[config.mk]
export PLATFORM = sky130hd
export DESIGN_NAME = mat_vec_stream_io_flat
export DESIGN_NICKNAME = d
export VERILOG_FILES = /design/src/rtl/mat_vec_stream_io_if.sv /design/src/rtl/mat_vec_stream_io.sv /design/src/flat_wrapper.sv
export SDC_FILE = /design/constraint.sdc
export NUM_CORES = 1
export LEC_CHECK = 0
export ABC_AREA = 1
export BUFFER_PORTS_ARGS = -buffer_cell sky130_fd_sc_hd__clkbuf_2
export CAP_MARGIN = 20
export CORE_ASPECT_RATIO = 0.75
export CORE_MARGIN = 1
export CORE_UTILIZATION = 39
export DETAILED_ROUTE_END_ITERATION = 12
export GPL_ROUTABILITY_DRIVEN = 0
export PLACE_DENSITY = 0.6
export SYNTH_ARGS = -nofsm -noshare
export SYNTH_HDL_FRONTEND = slang
export SYNTH_SLANG_ARGS = --single-unit
[constraint.sdc]
create_clock -name clk -period 5.85 [get_ports clk]
set_clock_uncertainty 0.15 [all_clocks]
set_input_delay 0 -clock clk [delete_from_list [all_inputs] [get_ports clk]]
set_output_delay 0 -clock clk [all_outputs]
set_load 0.1 [all_outputs]
[src/rtl/mat_vec_stream_io_if.sv]
// Stream bundle for mat_vec_stream_io.
//
// It groups the element-wise input stream and the result output stream.
//   s_data/s_valid/s_ready : input elements, valid/ready handshake
//   m_data/m_valid/m_ready : output result elements, valid/ready handshake
// Modports:
//   slave  : the stream block itself (consumes s_*, produces m_*)
//   master : the environment around it (produces s_*, consumes m_*)
interface mat_vec_stream_io_if #(
  parameter int DATA_WIDTH = 8
);
  logic [DATA_WIDTH-1:0] s_data;
  logic                  s_valid;
  logic                  s_ready;
  logic [DATA_WIDTH-1:0] m_data;
  logic                  m_valid;
  logic                  m_ready;

  modport slave (
    input  s_data, s_valid, m_ready,
    output s_ready, m_data, m_valid
  );

  modport master (
    output s_data, s_valid, m_ready,
    input  s_ready, m_data, m_valid
  );
endinterface

[src/rtl/mat_vec_stream_io.sv]
// Streaming front/back end for mat_vec_mul.
//
// The block collects matrix elements (row-major), then vector elements, from
// the input stream. These are held in registers that drive the multiplier's
// parallel mat/vec inputs. It waits out MUL_LATENCY, captures the parallel res
// array and then sends the results one at a time on the output stream.
//
// Ports:
//   clk      rising-edge clock
//   rst      synchronous active-high reset
//   io       stream bundle (slave view): s_data/s_valid/s_ready in,
//            m_data/m_valid/m_ready out
//   hold_mat (only with MAT_VEC_MAT_HOLD_EN) keep the matrix for the next
//            transaction when high on the final output transfer
//   mat      matrix register [MAT_ROW][MAT_COL] -> mat_vec_mul.mat
//   vec      vector register [MAT_COL]          -> mat_vec_mul.vec
//   res      result array [MAT_ROW]             <- mat_vec_mul.res
//   busy     low only when idle in LOAD_MAT with nothing loaded
//
// Optional feature macro: MAT_VEC_MAT_HOLD_EN (adds hold_mat).
module mat_vec_stream_io #(
  parameter int DATA_WIDTH  = 8,
  parameter int MAT_ROW     = 4,
  parameter int MAT_COL     = 4,
  parameter int MUL_LATENCY = 1
) (
  input  logic                                          clk,
  input  logic                                          rst,
  mat_vec_stream_io_if.slave                            io,
`ifdef MAT_VEC_MAT_HOLD_EN
  input  logic                                          hold_mat,
`endif
  output logic [MAT_ROW-1:0][MAT_COL-1:0][DATA_WIDTH-1:0] mat,
  output logic [MAT_COL-1:0][DATA_WIDTH-1:0]              vec,
  input  logic [MAT_ROW-1:0][DATA_WIDTH-1:0]              res,
  output logic                                          busy
);

  localparam int RW = (MAT_ROW > 1) ? $clog2(MAT_ROW) : 1;
  localparam int CW = (MAT_COL > 1) ? $clog2(MAT_COL) : 1;
  localparam int LW = (MUL_LATENCY > 0) ? $clog2(MUL_LATENCY + 1) : 1;

  localparam logic [RW-1:0] ROW_LAST = RW'(MAT_ROW - 1);
  localparam logic [CW-1:0] COL_LAST = CW'(MAT_COL - 1);
  localparam logic [LW-1:0] LAT_LOAD = LW'(MUL_LATENCY);

  typedef enum logic [1:0] {
    LOAD_MAT,
    LOAD_VEC,
    WAIT,
    SEND
  } state_t;

  state_t                  state_reg, state_next;
  // row_reg is the matrix row while loading and the result index while sending;
  // both uses start at 0, so it is cleared on every hand-over.
  logic [RW-1:0]           row_reg, row_next;
  logic [CW-1:0]           col_reg, col_next;
  logic [CW-1:0]           idx_reg, idx_next;
  logic [LW-1:0]           lat_reg, lat_next;
  logic [DATA_WIDTH-1:0]   res_buf_reg [MAT_ROW];

  logic                    s_fire;
  logic                    m_fire;
  logic                    mat_we;
  logic                    vec_we;
  logic                    res_cap;
  logic                    hold_sel;

`ifdef MAT_VEC_MAT_HOLD_EN
  assign hold_sel = hold_mat;
`else
  assign hold_sel = 1'b0;
`endif

  // Handshake outputs are decoded from state only, never from valid/ready.
  assign io.s_ready = (state_reg == LOAD_MAT) || (state_reg == LOAD_VEC);
  assign io.m_valid = (state_reg == SEND);
  assign io.m_data  = (state_reg == SEND) ? res_buf_reg[row_reg] : '0;
  assign busy       = !((state_reg == LOAD_MAT) && (row_reg == '0) && (col_reg == '0));

  assign s_fire = io.s_valid && io.s_ready;
  assign m_fire = io.m_valid && io.m_ready;

  always_ff @(posedge clk) begin
    if (rst) begin
      state_reg <= LOAD_MAT;
      row_reg   <= '0;
      col_reg   <= '0;
      idx_reg   <= '0;
      lat_reg   <= '0;
    end else begin
      state_reg <= state_next;
      row_reg   <= row_next;
      col_reg   <= col_next;
      idx_reg   <= idx_next;
      lat_reg   <= lat_next;
    end
  end

  always_comb begin
    state_next = state_reg;
    row_next   = row_reg;
    col_next   = col_reg;
    idx_next   = idx_reg;
    lat_next   = lat_reg;
    mat_we     = 1'b0;
    vec_we     = 1'b0;
    res_cap    = 1'b0;
    case (state_reg)
      LOAD_MAT: begin
        if (s_fire) begin
          mat_we = 1'b1;
          if (col_reg == COL_LAST) begin
            col_next = '0;
            if (row_reg == ROW_LAST) begin
              row_next   = '0;
              idx_next   = '0;
              state_next = LOAD_VEC;
            end else begin
              row_next = row_reg + 1'b1;
            end
          end else begin
            col_next = col_reg + 1'b1;
          end
        end
      end
      LOAD_VEC: begin
        if (s_fire) begin
          vec_we = 1'b1;
          if (idx_reg == COL_LAST) begin
            idx_next   = '0;
            lat_next   = LAT_LOAD;
            state_next = WAIT;
          end else begin
            idx_next = idx_reg + 1'b1;
          end
        end
      end
      WAIT: begin
        // Capture happens on the edge where the counter already reads 0,
        // giving MUL_LATENCY+1 edges between the last vec write and capture.
        if (lat_reg == '0) begin
          res_cap    = 1'b1;
          row_next   = '0;
          state_next = SEND;
        end else begin
          lat_next = lat_reg - 1'b1;
        end
      end
      SEND: begin
        if (m_fire) begin
          if (row_reg == ROW_LAST) begin
            row_next   = '0;
            idx_next   = '0;
            state_next = hold_sel ? LOAD_VEC : LOAD_MAT;
          end else begin
            row_next = row_reg + 1'b1;
          end
        end
      end
      default: state_next = LOAD_MAT;
    endcase
  end

  genvar gi, gj;
  generate
    for (gi = 0; gi < MAT_ROW; gi++) begin : g_row
      for (gj = 0; gj < MAT_COL; gj++) begin : g_col
        always_ff @(posedge clk) begin
          if (rst) begin
            mat[gi][gj] <= '0;
          end else if (mat_we && (row_reg == RW'(gi)) && (col_reg == CW'(gj))) begin
            mat[gi][gj] <= io.s_data;
          end
        end
      end

      always_ff @(posedge clk) begin
        if (rst) begin
          res_buf_reg[gi] <= '0;
        end else if (res_cap) begin
          res_buf_reg[gi] <= res[gi];
        end
      end
    end

    for (gi = 0; gi < MAT_COL; gi++) begin : g_vec
      always_ff @(posedge clk) begin
        if (rst) begin
          vec[gi] <= '0;
        end else if (vec_we && (idx_reg == CW'(gi))) begin
          vec[gi] <= io.s_data;
        end
      end
    end
  endgenerate

endmodule

[src/flat_wrapper.sv]
// flat-port wrapper written by rule: the top's interface ports become plain ports
module mat_vec_stream_io_flat 
#(
  parameter int DATA_WIDTH  = 8,
  parameter int MAT_ROW     = 4,
  parameter int MAT_COL     = 4,
  parameter int MUL_LATENCY = 1
)
  (clk, rst, mat, vec, res, busy, io_s_data, io_s_valid, io_m_ready, io_s_ready, io_m_data, io_m_valid);
  mat_vec_stream_io_if #(.DATA_WIDTH(DATA_WIDTH)) io_i ();
  input  logic clk;
  input  logic rst;
  output logic [MAT_ROW-1:0][MAT_COL-1:0][DATA_WIDTH-1:0] mat;
  output logic [MAT_COL-1:0][DATA_WIDTH-1:0] vec;
  input  logic [MAT_ROW-1:0][DATA_WIDTH-1:0] res;
  output logic busy;
  input wire logic [$bits(io_i.s_data)-1:0] io_s_data;
  input wire logic [$bits(io_i.s_valid)-1:0] io_s_valid;
  input wire logic [$bits(io_i.m_ready)-1:0] io_m_ready;
  output wire logic [$bits(io_i.s_ready)-1:0] io_s_ready;
  output wire logic [$bits(io_i.m_data)-1:0] io_m_data;
  output wire logic [$bits(io_i.m_valid)-1:0] io_m_valid;
  assign io_i.s_data = io_s_data;
  assign io_i.s_valid = io_s_valid;
  assign io_i.m_ready = io_m_ready;
  assign io_s_ready = io_i.s_ready;
  assign io_m_data = io_i.m_data;
  assign io_m_valid = io_i.m_valid;
  mat_vec_stream_io #(.DATA_WIDTH(DATA_WIDTH), .MAT_ROW(MAT_ROW), .MAT_COL(MAT_COL), .MUL_LATENCY(MUL_LATENCY)) u_core (.clk(clk), .rst(rst), .io(io_i), .mat(mat), .vec(vec), .res(res), .busy(busy));
endmodule
==> results of run 1 <==
[repair_timing]
item,4_1_cts,5_1_grt
hold buffers,40,0
gates resized for setup,0,0
hold endpoints to repair,51,0
[synthesized netlist by cell type (all sizes together)]
cell / number / area, sq um
nor2: 346 / 1306
o21ai: 178 / 890.9
dfxtp: 171 / 3423
inv: 100 / 375.4
a21oi: 44 / 220.2
nand2: 39 / 216.5
clkbuf: 37 / 138.9
edfxtp: 32 / 960.9
ha: 19 / 237.7
nand3: 12 / 60.06
buf: 9 / 45.04
clkinv: 8 / 40.04
a211oi: 2 / 15.01
[routing by layer]
metal | wire length [um] | vias to the layer above
met3 | 1232 | 19
met1 | 10680 | 3179
met5 | 0 | -
li1 | - | 3625
met4 | 229 | 0
met2 | 9835 | 211
[cells in the final DEF, fill, tap and decap left out]
cell type | synthesis | layout
sky130_fd_sc_hd__nor2_1 | 343 | 343
sky130_fd_sc_hd__nand3_1 | 12 | 12
sky130_fd_sc_hd__nand2_2 | 4 | 4
sky130_fd_sc_hd__inv_1 | 88 | 87
sky130_fd_sc_hd__nor2_2 | 3 | 3
sky130_fd_sc_hd__ha_1 | 19 | 19
sky130_fd_sc_hd__a211oi_1 | 2 | 2
sky130_fd_sc_hd__inv_2 | 12 | 12
sky130_fd_sc_hd__clkinv_4 | 0 | 1
sky130_fd_sc_hd__nand2_1 | 27 | 27
sky130_fd_sc_hd__clkbuf_8 | 0 | 8
sky130_fd_sc_hd__clkbuf_2 | 0 | 216
sky130_fd_sc_hd__a21oi_1 | 44 | 44
sky130_fd_sc_hd__clkinv_2 | 8 | 12
sky130_fd_sc_hd__nand2_4 | 8 | 8
sky130_fd_sc_hd__dfxtp_1 | 171 | 171
sky130_fd_sc_hd__bufinv_16 | 0 | 1
sky130_fd_sc_hd__o21ai_2 | 0 | 1
sky130_fd_sc_hd__o21ai_0 | 178 | 177
sky130_fd_sc_hd__clkbuf_16 | 0 | 22
sky130_fd_sc_hd__buf_4 | 0 | 3
sky130_fd_sc_hd__inv_6 | 0 | 1
sky130_fd_sc_hd__edfxtp_1 | 32 | 32
sky130_fd_sc_hd__dlygate4sd3_1 | 0 | 40
[path summary, 6_finish.rpt]
path | start | to | slack, ns | cells after the start
hold reg to reg | u_core.vec[7]$_SDFFE_PP0P_ | u_core.vec[7]$_SDFFE_PP0P_ | 0.29 | 2
setup reg to reg | u_core.state_reg[0]$_SDFFE_PP0P_ | u_core.mat[99]$_SDFFE_PP0P_ | 3.82 | 7
setup / recovery | register | io_m_data[4] | 3.38 | 5
hold / removal | io_s_data[2] | u_core.mat[2]$_SDFFE_PP0P_ | 0.03 | 3
[power by group through the flow]
stage | clock network [mW] | registers, mW | logic [mW]
after global routing | 1.48 | 1.46 | 0.336
after detailed placement | 0 | 1.49 | 0.292
after CTS | 1.41 | 1.46 | 0.313
after floorplan | 0 | 1.60 | 0.107
final | 1.38 | 1.46 | 0.314
after global placement | 0 | 1.49 | 0.291
[metrics by stage]
stage | util [%] | setup slack, ns
2_1_floorplan | - | 2.214
3_3_place_gp | 46.61 | 3.817
3_5_place_dp | 46.61 | 3.809
4_1_cts | 52.38 | 3.356
5_1_grt | 52.38 | 3.142
6_report | 52.38 | 3.384
[worst min-delay path, stage by stage]
cell and delay (ns):
sky130_fd_sc_hd__clkbuf_2 0.37, sky130_fd_sc_hd__nor2_1 0.21, sky130_fd_sc_hd__nor2_1 0.05
[final cells by class]
class                           instances  area (sq um)
Multi-Input combinational cell        640          2950
Tap cell                              253         316.6
Clock inverter                          6         62.56
Fill cell                            1917          9359
Clock buffer                           32         670.6
Inverter                              108         416.7
Sequential cell                       203          4384
Timing Repair Buffer                  257          1494
[logic make-up (layout without fill, tap and decap cells)]
group           Yosys count  after routing
fa+ha+maj                19             19
buf+inv                 154            403
simple gates            397            397
flops                   203            203
compound gates          224            224
==> results.env, run 1 <==
OUTCOME='complete, no violations'
REPORT.FINAL.SETUP_VIOL=0
CRITICAL_PATH.ENDPOINT_TYPE='output port'
POWER.SHARE.COMBINATIONAL_PCT=10.0
DRT_FIRST_PASS_ITERS=7
TOTAL_DRC_ERRORS_IN_THE_ROUTED_LAYOUT=0
CLOCK_POWER_SHARE_PCT=43.9
CP_SLOWEST_CELL='sky130_fd_sc_hd__dfxtp_1'
SYNTH_COMPOUND_AREA_SHARE_PCT=14.20
CRITPATHTOPFAMILY='flip-flops'
CRITICAL_PATH_BUF_INV_COUNT=1
GRT_MAX_DEGREE=100
TIMING.CRITICAL_PATH.FANOUT_MAX=17
CP_DATA_ARRIVAL_TIME_NS=2.32
POWER_DENSITY_nW_PER_UM2=306.4
INTERNAL_POWER_mW=2.349
SWITCHINGPOWER_uW=804.9
PLACED_AREA_SQ_UM=9161
GROUTE.LAYER.MET3.USAGE_PCT=3.830
CRITICAL_PATH.MAX_STAGE_DELAY_NS=0.73
TIMING.FINAL.CRIT_SHARE_PCT=42.15
FINAL_ROUTED_WIRE_LENGTH_DIVIDED_BY_CELL_COUNT_UM=14.66
MUXSHAREOFSYNTHAREA_PCT=0
TRITONCTS='yes'
HOLD-WORST-SLACK_NS=0.03118
CLK_PIN_SLEW_NS=0.06
START_UTIL_PCT=40.35
SETUP-TNS-FINAL_NS=0
SERIES_OF_CELL_INSTANCES_ALONG_THE_CRITICAL_PATH='nor2_1, nor2_1, o21ai_0, a21oi_1, clkbuf_2'
POWER_FRAC_SEQ_PCT=46.1
ANTENNA_FOUND_INITIAL=0
TIMING.FINAL.MAX_SLEW_VIOLATIONS=0
VDD.IR_DROP.WORST_V=0.0001512
CTS_SINKS=203
CLOCK_ROOT_CELL='sky130_fd_sc_hd__clkbuf_16'
RSZ0062_AT_GRT='no'
FLOW.AREA_GROWTH_FROM_SYNTHESIS_PCT=29.82
TOTAL_POWER_OF_THE_FINAL_LAYOUT_mW=3.154
DP.FINAL_HPWL_UM=14070
GR-USAGE-MET1_PCT=28.18
FINISH.INSTANCE_AREA_SQ_UM=10290
DIE_HEIGHT_UM=125.5
GLOBAL_ROUTE_CONGESTION_OVERFLOW_TOTAL=0
TIMING.CRITICAL_PATH.REQUIRED_NS=5.70
NUMPLACEDINSTANCES=1421
AVGSYNTHCELLAREA_SQ_UM=7.954
GRT_UTIL_ALL_LAYERS_PCT=20.51
SYNTH_WARNINGS=0
WORSTSETUPPATHTYPE='register to output port'
YOSYS.AREA_SHARE.ADDER_PCT=2.998
DRV_CAP=0
CLOCK_LATENCY_NS=0.50
ROW_COUNT=44
CHIPWIDTH_UM=166.7
GRT_UTIL_MET2_PCT=33.74
VIA_PER_INST=4.692
SLEW-LIMIT-HEADROOM_PCT=45.00
FINAL_LAYOUT_SIZE_SUFFIX_GT1_SHARE_PCT=23.43
P_LEAK_nW=4.681
SYNTH_XOR_AREA_SHARE_PCT=0
POST_SYNTHESIS_SEQUENTIAL_ELEMENT_COUNT=203
INITIALDRTVIOLATIONCOUNT=568
CTS.HTREE.LEVELS=1
VIAS=7034
POST-CTS-SETUP-BUFFERS=0
WORST_HOLD_PATH_TYPE='primary input to register'
FMAX_GHz=0.4055
DESIGN.PORTCOUNT=215
TIGHTEST_SLEW_NS=0.8250
PEAK_USAGE_LAYER_IN_THE_GLOBAL_ROUTING_REPORT='met2'
FIRST_PASS_GRT_WIRE_LENGTH_UM=34270
FINAL_NETS=1294
SYNTH_SEQ_AREA_SHARE_PCT=55.29
MAXIMUM_NUMBER_OF_BUFFERS_FROM_CLOCK_ROOT_TO_SINK=3
NETLIST_INSTANCES=997
FLOORPLAN.DIE_AREA_SQ_UM=20910
DRT_WL_TOTAL_UM=21980
SYNTH.CELL_AREA_SQ_UM=7930
WORST_SETUP_PATH_START_KIND='register'
NETLIST-CELL-TYPE-COUNT=17
HOLD_VIOLATIONS=0
FIN_CELLS=1499
VIAS_IN_THE_FIRST_GLOBAL_ROUTE=6398
LAYOUT_MIN_CYCLE_TIME_NS=2.466
PORT_BUFFERS=214
NUMCTSBUFFERS=21
CORE_REGION_AREA_SQ_UM=19650
LARGEST_FAMILY_OF_LOGIC_CELLS_BY_SYNTHESIZED_AREA='simple AND/OR/NAND/NOR gates'
CP_COMMON_CELL='sky130_fd_sc_hd__nor2_1'
ANTENNA_CELLS_INSERTED=0
SWITCHING_SHARE_PCT=25.52
SYN_NETS=1060
FLIP_FLOP_COUNT_OF_THE_LARGEST_REGISTER_AFTER_LAYOUT=128
ANT_NETS=0
SYNTHSIMPLEGATEAREAFRAC_PCT=19.96
(Power assumes the default switching activity.)
==> run 2: changes to the inputs <==
--- a/config.mk
+++ b/config.mk
@@ -13,7 +13,7 @@
 export CORE_UTILIZATION = 39
 export DETAILED_ROUTE_END_ITERATION = 12
 export GPL_ROUTABILITY_DRIVEN = 0
-export PLACE_DENSITY = 0.6
+export PLACE_DENSITY = 0.63
 export SYNTH_ARGS = -nofsm -noshare
 export SYNTH_HDL_FRONTEND = slang
 export SYNTH_SLANG_ARGS = --single-unit
==> constraint.sdc (replaced) <==
create_clock -name clk -period 1.99 [get_ports clk]
set_clock_uncertainty 0.15 [all_clocks]
set_input_delay 0 -clock clk [delete_from_list [all_inputs] [get_ports clk]]
set_output_delay 0 -clock clk [all_outputs]
set_load 0.1 [all_outputs]
==> run 2 against run 1 <==
  * Power grew to 2.9 times the previous value
  * Critical path depth rose by 1
  * Worst hold slack worse by 0.031 ns
  * Cell area grew 3.8%
  * First-iteration DRC count decreased by 2.6%
  * Cell count increased by 0.80%
  * Clock-buffer cell count is the same
  * Wire length increased by 1.5%
  * Clock power grew to 2.8 times the previous value
  * Sequential share of layout area shrank 1.4 points
  * Critical path type unchanged
  * Highest routed layer unchanged
==> results.env, run 2 (synthesis gave the netlist of run 1 again) <==
OUTCOME='complete, no violations'
CLK_PIN_SLEW_NS=0.06  # about the same
N_FILL_CELL=1908  # -0.47%
NUMPLACEDINSTANCES=1431  # +0.70%
INITIALDRTVIOLATIONCOUNT=553  # -2.6%
VIA_PER_INST=4.613  # -1.7%
PRE_CTS_SLACK_NS=0.1707  # -3.639 ns
CTS_SINKS=203  # unchanged
WORST_SETUP_PATH_START_KIND='register'
DESIGN.PORTCOUNT=215  # unchanged
FINAL_LAYOUT_SIZE_SUFFIX_GT1_SHARE_PCT=25.52  # +2.1 points
FIN_CELLS=1511  # +0.80%
DRV_CAP=0  # unchanged
FINAL_NETS=1307  # +1.0%
CP_DATA_ARRIVAL_TIME_NS=1.77  # -0.55 ns
RSZ0062_AT_GRT='yes'
CRITICAL_PATH.MAX_STAGE_DELAY_NS=0.37  # -0.36 ns
TIMING.CRITICAL_PATH.REQUIRED_NS=1.84  # -3.86 ns
FMAX_GHz=0.5202
GRT_MAX_DEGREE=134  # +34%
CLOCK_ROOT_CELL='sky130_fd_sc_hd__clkbuf_16'
DRT_WL_TOTAL_UM=22300  # +1.5%
REPORT.FINAL.SETUP_VIOL=0  # unchanged
WORSTSETUPPATHTYPE='register to output port'
CLOCK_LATENCY_NS=0.50  # about the same
POWER_DENSITY_nW_PER_UM2=848.8  # +180%
LAYOUT_COMMON_CELLS='sky130_fd_sc_hd__nor2_1, sky130_fd_sc_hd__clkbuf_2, sky130_fd_sc_hd__o21ai_0'
MAXIMUM_NUMBER_OF_BUFFERS_FROM_CLOCK_ROOT_TO_SINK=3  # unchanged
GLOBAL_ROUTE_CONGESTION_OVERFLOW_TOTAL=0  # unchanged
FINAL.SETUP.WORST_SLACK_NS=0.06778  # -3.316 ns
TIMING.FINAL.MAX_SLEW_VIOLATIONS=0  # unchanged
TOTAL_DRC_ERRORS_IN_THE_ROUTED_LAYOUT=0  # unchanged
ANTENNA_CELLS_INSERTED=0  # unchanged
VIAS_IN_THE_FIRST_GLOBAL_ROUTE=6257  # -2.2%
CORE_REGION_AREA_SQ_UM=19650  # unchanged
SETUP-TNS-FINAL_NS=0  # unchanged
CP_COMMON_CELL='sky130_fd_sc_hd__nor2_1'
PORT_BUFFERS=214  # unchanged
DIE_HEIGHT_UM=125.5  # unchanged
ROW_COUNT=44  # unchanged
GRT_UTIL_ALL_LAYERS_PCT=20.69  # +0.18 points
CTS.HTREE.LEVELS=1  # unchanged
CP_SLOWEST_CELL='sky130_fd_sc_hd__dfxtp_1'
VIAS=6970  # -0.91%
FIRST_PASS_GRT_WIRE_LENGTH_UM=34450  # +0.54%
ANT_NETS=0  # unchanged
WORST_HOLD_PATH_TYPE='primary input to register'
FLOORPLAN.DIE_AREA_SQ_UM=20910  # unchanged
TRITONCTS='yes'
CHIPWIDTH_UM=166.7  # unchanged
DRT_FIRST_PASS_ITERS=4  # -3
SERIES_OF_CELL_INSTANCES_ALONG_THE_CRITICAL_PATH='buf_4, nor2_1, nor2_1, o21ai_0, a21oi_4, buf_12'
DP.FINAL_HPWL_UM=14450  # +2.7%
UTILIZATION_PCT=54.36  # +2.0 points
FINAL_ROUTED_WIRE_LENGTH_DIVIDED_BY_CELL_COUNT_UM=14.76  # +0.67%
FLIP_FLOP_COUNT_OF_THE_LARGEST_REGISTER_AFTER_LAYOUT=128  # unchanged
CRITICAL_PATH.ENDPOINT_TYPE='output port'
FLOW.AREA_GROWTH_FROM_SYNTHESIS_PCT=34.73
HOLD_VIOLATIONS=0  # unchanged
TIMING.FINAL.CRIT_SHARE_PCT=96.59
TIMING.CRITICAL_PATH.FANOUT_MAX=10  # -7
LAYOUT_MIN_CYCLE_TIME_NS=1.922
CRITPATHTOPFAMILY='buffers and inverters'
TIGHTEST_SLEW_NS=0.6393  # -0.1857 ns
NUMCTSBUFFERS=21  # unchanged
SLEW-LIMIT-HEADROOM_PCT=57.38  # +12 points
LAYOUT.CELLS.MOST_COMMON='sky130_fd_sc_hd__nor2_1'
START_UTIL_PCT=40.35  # unchanged
CRITICAL_PATH_BUF_INV_COUNT=2  # +1
VDD.IR_DROP.WORST_V=0.0004621  # +210%
P_LEAK_nW=4.761  # +1.7%
ANTENNA_FOUND_INITIAL=0  # unchanged
[run 2: final cells by class]
cell class	count	area [sq um]	share of cell area, %
clock buffers	32	610.6	5.715
clock inverters	5	61.31	0.5738
inverters	108	427.9	4.005
multi-input cells	640	3090	28.93
flip-flops and latches	203	4395	41.14
well taps	253	316.6	2.963
repair buffers	270	1782	16.68
[run 2: worst register-to-register path: cells and delay by family, from the launching register on]
family                   cells  cell delay, ns
AND/OR/NAND/NOR              4            0.63
AO/OA/AOI/OAI                1            0.25
adder cells (fa/ha/maj)      1            0.19
buffers and inverters        1            0.08
flip-flops                   1            0.36
[run 2: report_power, final]
part / internal (mW) / switching (mW)
Clock: 2.25 / 1.59
Sequential: 4.23 / 0.0369
Combinational: 0.226 / 0.726
Total: 6.72 / 2.35
[run 2: what timing repair did]
action | 4_1_cts | 5_1_grt
pin swaps | 0 | 5
hold buffers | 39 | 0
hold endpoints to repair | 70 | 0
endpoints found under the setup margin | 9 | 10
gates resized for setup | 7 | 8
setup buffers | 2 | 2
[run 2: stage by stage]
| stage | instance area [sq um] | total power, mW | hold WS [ns] |
|---|---|---|---|
| CTS | 10660 | 9.136 | 0.003410 |
| global route | 10680 | 9.419 | 0.01862 |
| detailed placement | 9543 | 5.250 | 0.1014 |
| floorplan | 8080 | 5.032 | -0.07153 |
| finish | 10680 | 9.069 | 0.0002571 |
| global placement | 9543 | 5.244 | 0.1017 |
[run 2: final timing paths]
kind	startpoint	to	slack (ns)	depth (start not counted)
setup / recovery	register	io_m_data[4]	0.07	6
setup reg to reg	u_core.state_reg[1]$_SDFFE_PP0P_	u_core.mat[97]$_SDFFE_PP0P_	0.19	7
hold reg to reg	u_core.vec[16]$_SDFFE_PP0P_	u_core.vec[16]$_SDFFE_PP0P_	0.30	2
hold / removal	io_s_data[6]	u_core.mat[6]$_SDFFE_PP0P_	0.0003	3
[run 2: routing by layer]
layer  vias up  track usage (%)  wire length (um)
met1      3103            28.83             10690
met5         -                0                 0
met3        26            4.400              1376
met2       192            33.00              9912
li1       3649                -                 -
met4         0            4.357               317
